--- config.mk ---
export PLATFORM = sky130hd
export DESIGN_NAME = hazard_ctrl
export DESIGN_NICKNAME = d
export VERILOG_FILES = /design/src/rtl/riscv_pipe_pkg.sv /design/src/rtl/hazard_stats.sv /design/src/rtl/hazard_ctrl.sv
export SDC_FILE = /design/constraint.sdc
export NUM_CORES = 1
export LEC_CHECK = 0
export CAP_MARGIN = 10
export CORE_MARGIN = 1
export CORE_UTILIZATION = 25
export CTS_CLUSTER_SIZE = 8
export DETAILED_ROUTE_END_ITERATION = 7
export GPL_ROUTABILITY_DRIVEN = 0
export PLACE_DENSITY_LB_ADDON = 0.15
export SLEW_MARGIN = 5
export SYNTH_ARGS = -nofsm -noshare
export SYNTH_HDL_FRONTEND = slang
export SYNTH_HIERARCHICAL = 1
export SYNTH_SLANG_ARGS = --single-unit
--- constraint.sdc ---
create_clock -name clk -period 2.95 [get_ports clk]
set_input_delay 0.59 -clock clk [delete_from_list [all_inputs] [get_ports clk]]
set_output_delay 0.59 -clock clk [all_outputs]
set_load 0.02 [all_outputs]
--- src/rtl/riscv_pipe_pkg.sv ---
// Shared pipeline package: hazard FSM state encoding, the x0 register index
// and the load-use hazard predicate.
package riscv_pipe_pkg;

    typedef enum logic {
        ST_RUN   = 1'b0,
        ST_FLUSH = 1'b1
    } hz_state_e;

    localparam logic [4:0] X0 = 5'd0;

    // Writes to x0 are discarded, so a load targeting x0 never creates a dependency.
    function automatic logic is_load_use(
        input logic       mem_read,
        input logic [4:0] rd,
        input logic [4:0] rs1,
        input logic [4:0] rs2,
        input logic       uses_rs2
    );
        return mem_read && (rd != X0) && ((rd == rs1) || (uses_rs2 && (rd == rs2)));
    endfunction

endpackage

--- src/rtl/hazard_stats.sv ---
// Free-running 32-bit event counters for load-use stalls and accepted redirects.
// Only instantiated by hazard_ctrl when HAZARD_STATS_EN is defined.
module hazard_stats (
    input  logic        clk,
    input  logic        rst,
    input  logic        stall_evt_i,
    input  logic        redir_evt_i,
    output logic [31:0] stall_count_o,
    output logic [31:0] flush_count_o
);

    logic [31:0] stall_q;
    logic [31:0] flush_q;

    // Event counters; wrap naturally at 2^32.
    always_ff @(posedge clk or posedge rst) begin
        if (rst) begin
            stall_q <= 32'd0;
            flush_q <= 32'd0;
        end else begin
            if (stall_evt_i) begin
                stall_q <= stall_q + 32'd1;
            end
            if (redir_evt_i) begin
                flush_q <= flush_q + 32'd1;
            end
        end
    end

    assign stall_count_o = stall_q;
    assign flush_count_o = flush_q;

endmodule

--- src/rtl/hazard_ctrl.sv ---
// Pipeline hazard controller: load-use stall, control-transfer redirect and
// wrong-path flush window. Optional stats counters under HAZARD_STATS_EN.
module hazard_ctrl
    import riscv_pipe_pkg::*;
#(
    parameter int unsigned FLUSH_CYCLES = 1
) (
    input  logic        clk,
    input  logic        rst,
    input  logic [4:0]  id_rs1,
    input  logic [4:0]  id_rs2,
    input  logic        id_uses_rs2,
    input  logic        ex_mem_read,
    input  logic [4:0]  ex_rd,
    input  logic        ex_branch_taken,
    input  logic        ex_jal,
    input  logic        ex_jalr,
    input  logic [31:0] ex_target,
    output logic        pc_write,
    output logic        if_id_write,
    output logic        if_id_flush,
    output logic        id_flush,
    output logic        redirect_valid,
    output logic [31:0] redirect_pc
`ifdef HAZARD_STATS_EN
    ,
    output logic [31:0] stall_count,
    output logic [31:0] flush_count
`endif
);

    localparam logic [2:0] FLUSH_INIT = 3'(FLUSH_CYCLES);

    hz_state_e  state_q;
    hz_state_e  state_d;
    logic [2:0] flush_cnt_q;
    logic [2:0] flush_cnt_d;
    logic       redirect_s;
    logic       load_use_s;

    assign redirect_s  = ex_branch_taken | ex_jal | ex_jalr;
    assign load_use_s  = is_load_use(ex_mem_read, ex_rd, id_rs1, id_rs2, id_uses_rs2);
    assign redirect_pc = ex_target;

    // State register and flush-window counter.
    always_ff @(posedge clk or posedge rst) begin
        if (rst) begin
            state_q     <= ST_RUN;
            flush_cnt_q <= 3'd0;
        end else begin
            state_q     <= state_d;
            flush_cnt_q <= flush_cnt_d;
        end
    end

    // Next state and pipeline control; reset forces both flushes so no stale
    // instruction survives while the core is held.
    always_comb begin
        state_d        = state_q;
        flush_cnt_d    = flush_cnt_q;
        pc_write       = 1'b1;
        if_id_write    = 1'b1;
        if_id_flush    = 1'b0;
        id_flush       = 1'b0;
        redirect_valid = 1'b0;
        if (rst) begin
            state_d     = ST_RUN;
            flush_cnt_d = 3'd0;
            if_id_flush = 1'b1;
            id_flush    = 1'b1;
        end else begin
            case (state_q)
                ST_RUN: begin
                    if (redirect_s) begin
                        redirect_valid = 1'b1;
                        if_id_flush    = 1'b1;
                        id_flush       = 1'b1;
                        if (FLUSH_INIT != 3'd0) begin
                            state_d     = ST_FLUSH;
                            flush_cnt_d = FLUSH_INIT;
                        end else begin
                            state_d     = ST_RUN;
                            flush_cnt_d = 3'd0;
                        end
                    end else if (load_use_s) begin
                        pc_write    = 1'b0;
                        if_id_write = 1'b0;
                        id_flush    = 1'b1;
                    end else begin
                        state_d = ST_RUN;
                    end
                end
                ST_FLUSH: begin
                    // Inputs here belong to wrong-path instructions and are ignored.
                    if_id_flush = 1'b1;
                    id_flush    = 1'b1;
                    if (flush_cnt_q <= 3'd1) begin
                        state_d     = ST_RUN;
                        flush_cnt_d = 3'd0;
                    end else begin
                        flush_cnt_d = flush_cnt_q - 3'd1;
                    end
                end
                default: begin
                    state_d     = ST_RUN;
                    flush_cnt_d = 3'd0;
                end
            endcase
        end
    end

`ifdef HAZARD_STATS_EN
    logic stall_evt_s;
    logic redir_evt_s;

    assign redir_evt_s = !rst && (state_q == ST_RUN) && redirect_s;
    assign stall_evt_s = !rst && (state_q == ST_RUN) && !redirect_s && load_use_s;

    hazard_stats u_stats (
        .clk           (clk),
        .rst           (rst),
        .stall_evt_i   (stall_evt_s),
        .redir_evt_i   (redir_evt_s),
        .stall_count_o (stall_count),
        .flush_count_o (flush_count)
    );
`endif

endmodule

==> impl_metrics.csv <==
group,metric,value,unit
clocking,ctsResizeCount,3,
yosys,synth_ff_type,"dfrtp_1",
critical_path,reg2reg_to,"flush_cnt_q[2]",
yosys,synth-compound-area-share,0.109,
clocking,cts_tree,"yes",
drt,dr.pass1.iters,2,
clocking,cts_buffer_depth,2,
grt,gr-total-overflow,0,
die,ios,91,
power_and_ir_drop,p_leak,0.303,nW
yosys,ys_warn_count,6,
timing,fmax,363,MHz
timing,setup_viol,0,
yosys,synth_fp_nets,133,
final_layout,multi_input_area,259,sq um
clocking,hold_buffers,0,
final_layout,antenna_cells,0,
critical_path,reg2reg_depth,6,
yosys,synthTopCellsByArea,"buf_4 40%, dfrtp_1 16%, xor2_1 13%, ha_1 4.0%, o21ai_0 3.2%",
yosys,synth.most_common_cell,"buf_4",
drt,post_drt_wl_per_cell,11.2,microns
critical_path,cp-end-kind,"output pin",
placement,dp_cells,102,
yosys,syn-instance-count,77,
yosys,synthSimpleGateAreaFrac,0.127,
timing,relSlewSlack,0.721,
drt,drtAntennaViolNets,0,
grt,globalRouteTotalUtil,0.0973,
hold_path,holdPathEnd,"flush_cnt_q[2]",
yosys,async_flop_share,1.00,
drt,routed_via_density,4.44,
power_and_ir_drop,finalPower,0.000209,W
final_layout,seq_area,100,sq um
placement,port_buffers,26,
yosys,synth_common_cells,"33 x buf_4, 9 x xor2_1, 4 x dfrtp_1, 4 x inv_1, 4 x o21ai_0",
final_layout,fill_cells,259,
timing,drv_slew,0,
critical_path,regToRegSetupSlack,1400,ps
critical_path,worst-endpoint-arrival,2170,ps
timing,rsz0062_at_grt,"no",
hold_path,worstHoldStart,"flush_cnt_q[2]",
flow_run,maxCapViolCount,0,
run_status,status,"completed",
clocking,root_buffer,"clkbuf_4",
final_layout,fin_nets,135,
grt,grt_max_degree,7,
yosys,syn_area,622,sq um
yosys,ys_seq_area_frac,0.161,
die,fp-row-count,17,
drt,vias,466,
critical_path,reg2reg_from,"flush_cnt_q[1]",
grt,antenna_found_initial,0,
timing,setup_tns,0,ps
die,start_util,0.273,
clocking,cts_inserted_buffers,3,
timing,period_needed,2760,ps
final_layout,layout.cells.non_filler,105,
die,die-area,0.00269,sq mm
yosys,synthAdderAreaFrac,0.0402,
die,die_w,51.9,microns
drt,drt_iter0_drc,3,
yosys,synth_mux_area_frac,0,
yosys,synth-edff-count,0,
yosys,yosysUniqueCellTypes,21,
yosys,postSynthRegisterBits,4,
timing,fin_crit_sh,0.935,
grt,grt_pass1_vias,499,
yosys,synth_largest_area_cell,"buf_4",
final_layout,utilization,0.312,
timing,tightest_slew,417,ps
clocking,ctsHtreeMaxLevel,1,
clocking,cts_setup_buffers,0,
critical_path,start_kind,"input pin",
placement,dp_hpwl,1050,microns
die,die_h,51.9,microns
timing,hold_violations,0,
critical_path,crit_type,"input pin to output pin",
timing,hold_ws,517,ps
drt,post-route-drc-count,0,
clocking,clock_sink_count,4,
timing,clock_skew,0.258,ps
clocking,insertion_delay,230,ps
yosys,synth_top_area_share,0.398,
clocking,clk_pin_slew,40,ps
critical_path,crit_fanout,3,
final_layout,area_growth,14.3,%
hold_path,hp-class,"flip-flop to flip-flop",
yosys,avgSynthCellArea,8.08,sq um
die,core,0.00228,sq mm
power_and_ir_drop,powerDensity,293,mW/mm^2
drt,wl,1180,microns
yosys,synth-xor-area-share,0.141,
power_and_ir_drop,max-vdd-ir-drop,0.124,mV
grt,grt_pass1_wl,1970,microns
critical_path,required,2360,ps
yosys,synth_top_family_by_area,"buffers and inverters",
final_layout,drive_gt1_frac,0.143,
hold_path,hold_path_depth,1,
-- worst max path at each step --
stage                   from  endpoint  slack, ps  depth (start not counted)
detailed placement  ex_rd[1]  pc_write       -220                          5
CTS                 ex_rd[3]  pc_write         50                          6
floorplan           ex_rd[3]  pc_write        620                          5
global placement    ex_rd[1]  pc_write       -200                          5
global route        ex_rd[1]  pc_write        100                          6
finish              ex_rd[1]  id_flush        190                          5
-- registers in the layout (all words and copies together) (netlist names) --
signal,count
flush_cnt_q,3
state_q,1
-- stage by stage --
step | worst slack (ps) | area [sq um]
after floorplan | 615 | 622
after global placement | -198 | 699
after detailed placement | -220 | 699
after CTS | 45.2 | 718
after global routing | 95.2 | 711
final | 192 | 711
-- metal layers --
layer / wire (microns) / vias to the layer above / global-route usage
met5: 0 / - / 0
met2: 556 / 38 / 0.173
met3: 179 / 10 / 0.0409
met4: 31 / 0 / 0.0676
met1: 408 / 199 / 0.0876
li1: - / 219 / -
-- cell type report --
class                   count  area share
inverters                   4      0.0211
well taps                  28      0.0493
clock buffers               3      0.0317
multi-input cells          36       0.364
repair buffers             30       0.393
flip-flops and latches      4       0.141
-- where the power goes --
part	internal, W	total [W]	leakage [nW]	switching, W
clock network	0.0000455	0.0000676	0.0138	0.0000221
registers	0.0000599	0.0000644	0.0528	0.00000450
logic	0.0000477	0.0000766	0.236	0.0000288
-- cell usage in the layout (no fill, tap or decap), drive strengths merged --
cell           synthesis  layout
clkdlybuf4s50          0      23
xor2                   9       9
clkbuf                 0       5
inv                    4       4
dfrtp                  4       4
buf                   33       4
o21ai                  4       4
nor2                   3       3
nand2                  3       3
or3                    2       2
nor3                   2       2
ha                     2       2
o21ba                  1       1
o211ai                 1       1
and2                   1       1
nor3b                  1       1
a21o                   1       1
or4                    1       1
nor4                   1       1
xnor2                  1       1
a32oi                  1       1
o21bai                 1       1
o22ai                  1       1
dlygate4sd2            0       1
-- kinds of logic (layout without fill, tap and decap cells) --
kind of cell | after synthesis | after routing
buffers and inverters | 37 | 37
and+or+nand+nor | 14 | 14
AOI/OAI and AO/OA | 10 | 10
xor gates and xnor gates | 10 | 10
DFF | 4 | 4
adders and majority gates | 2 | 2
-- worst max-delay path: stages --
cell and delay [ps]:
clkdlybuf4s50_1 460, or4_1 530, o21ai_1 170, o21bai_1 100
dlygate4sd2_1 320
(Power assumes the default switching activity.)
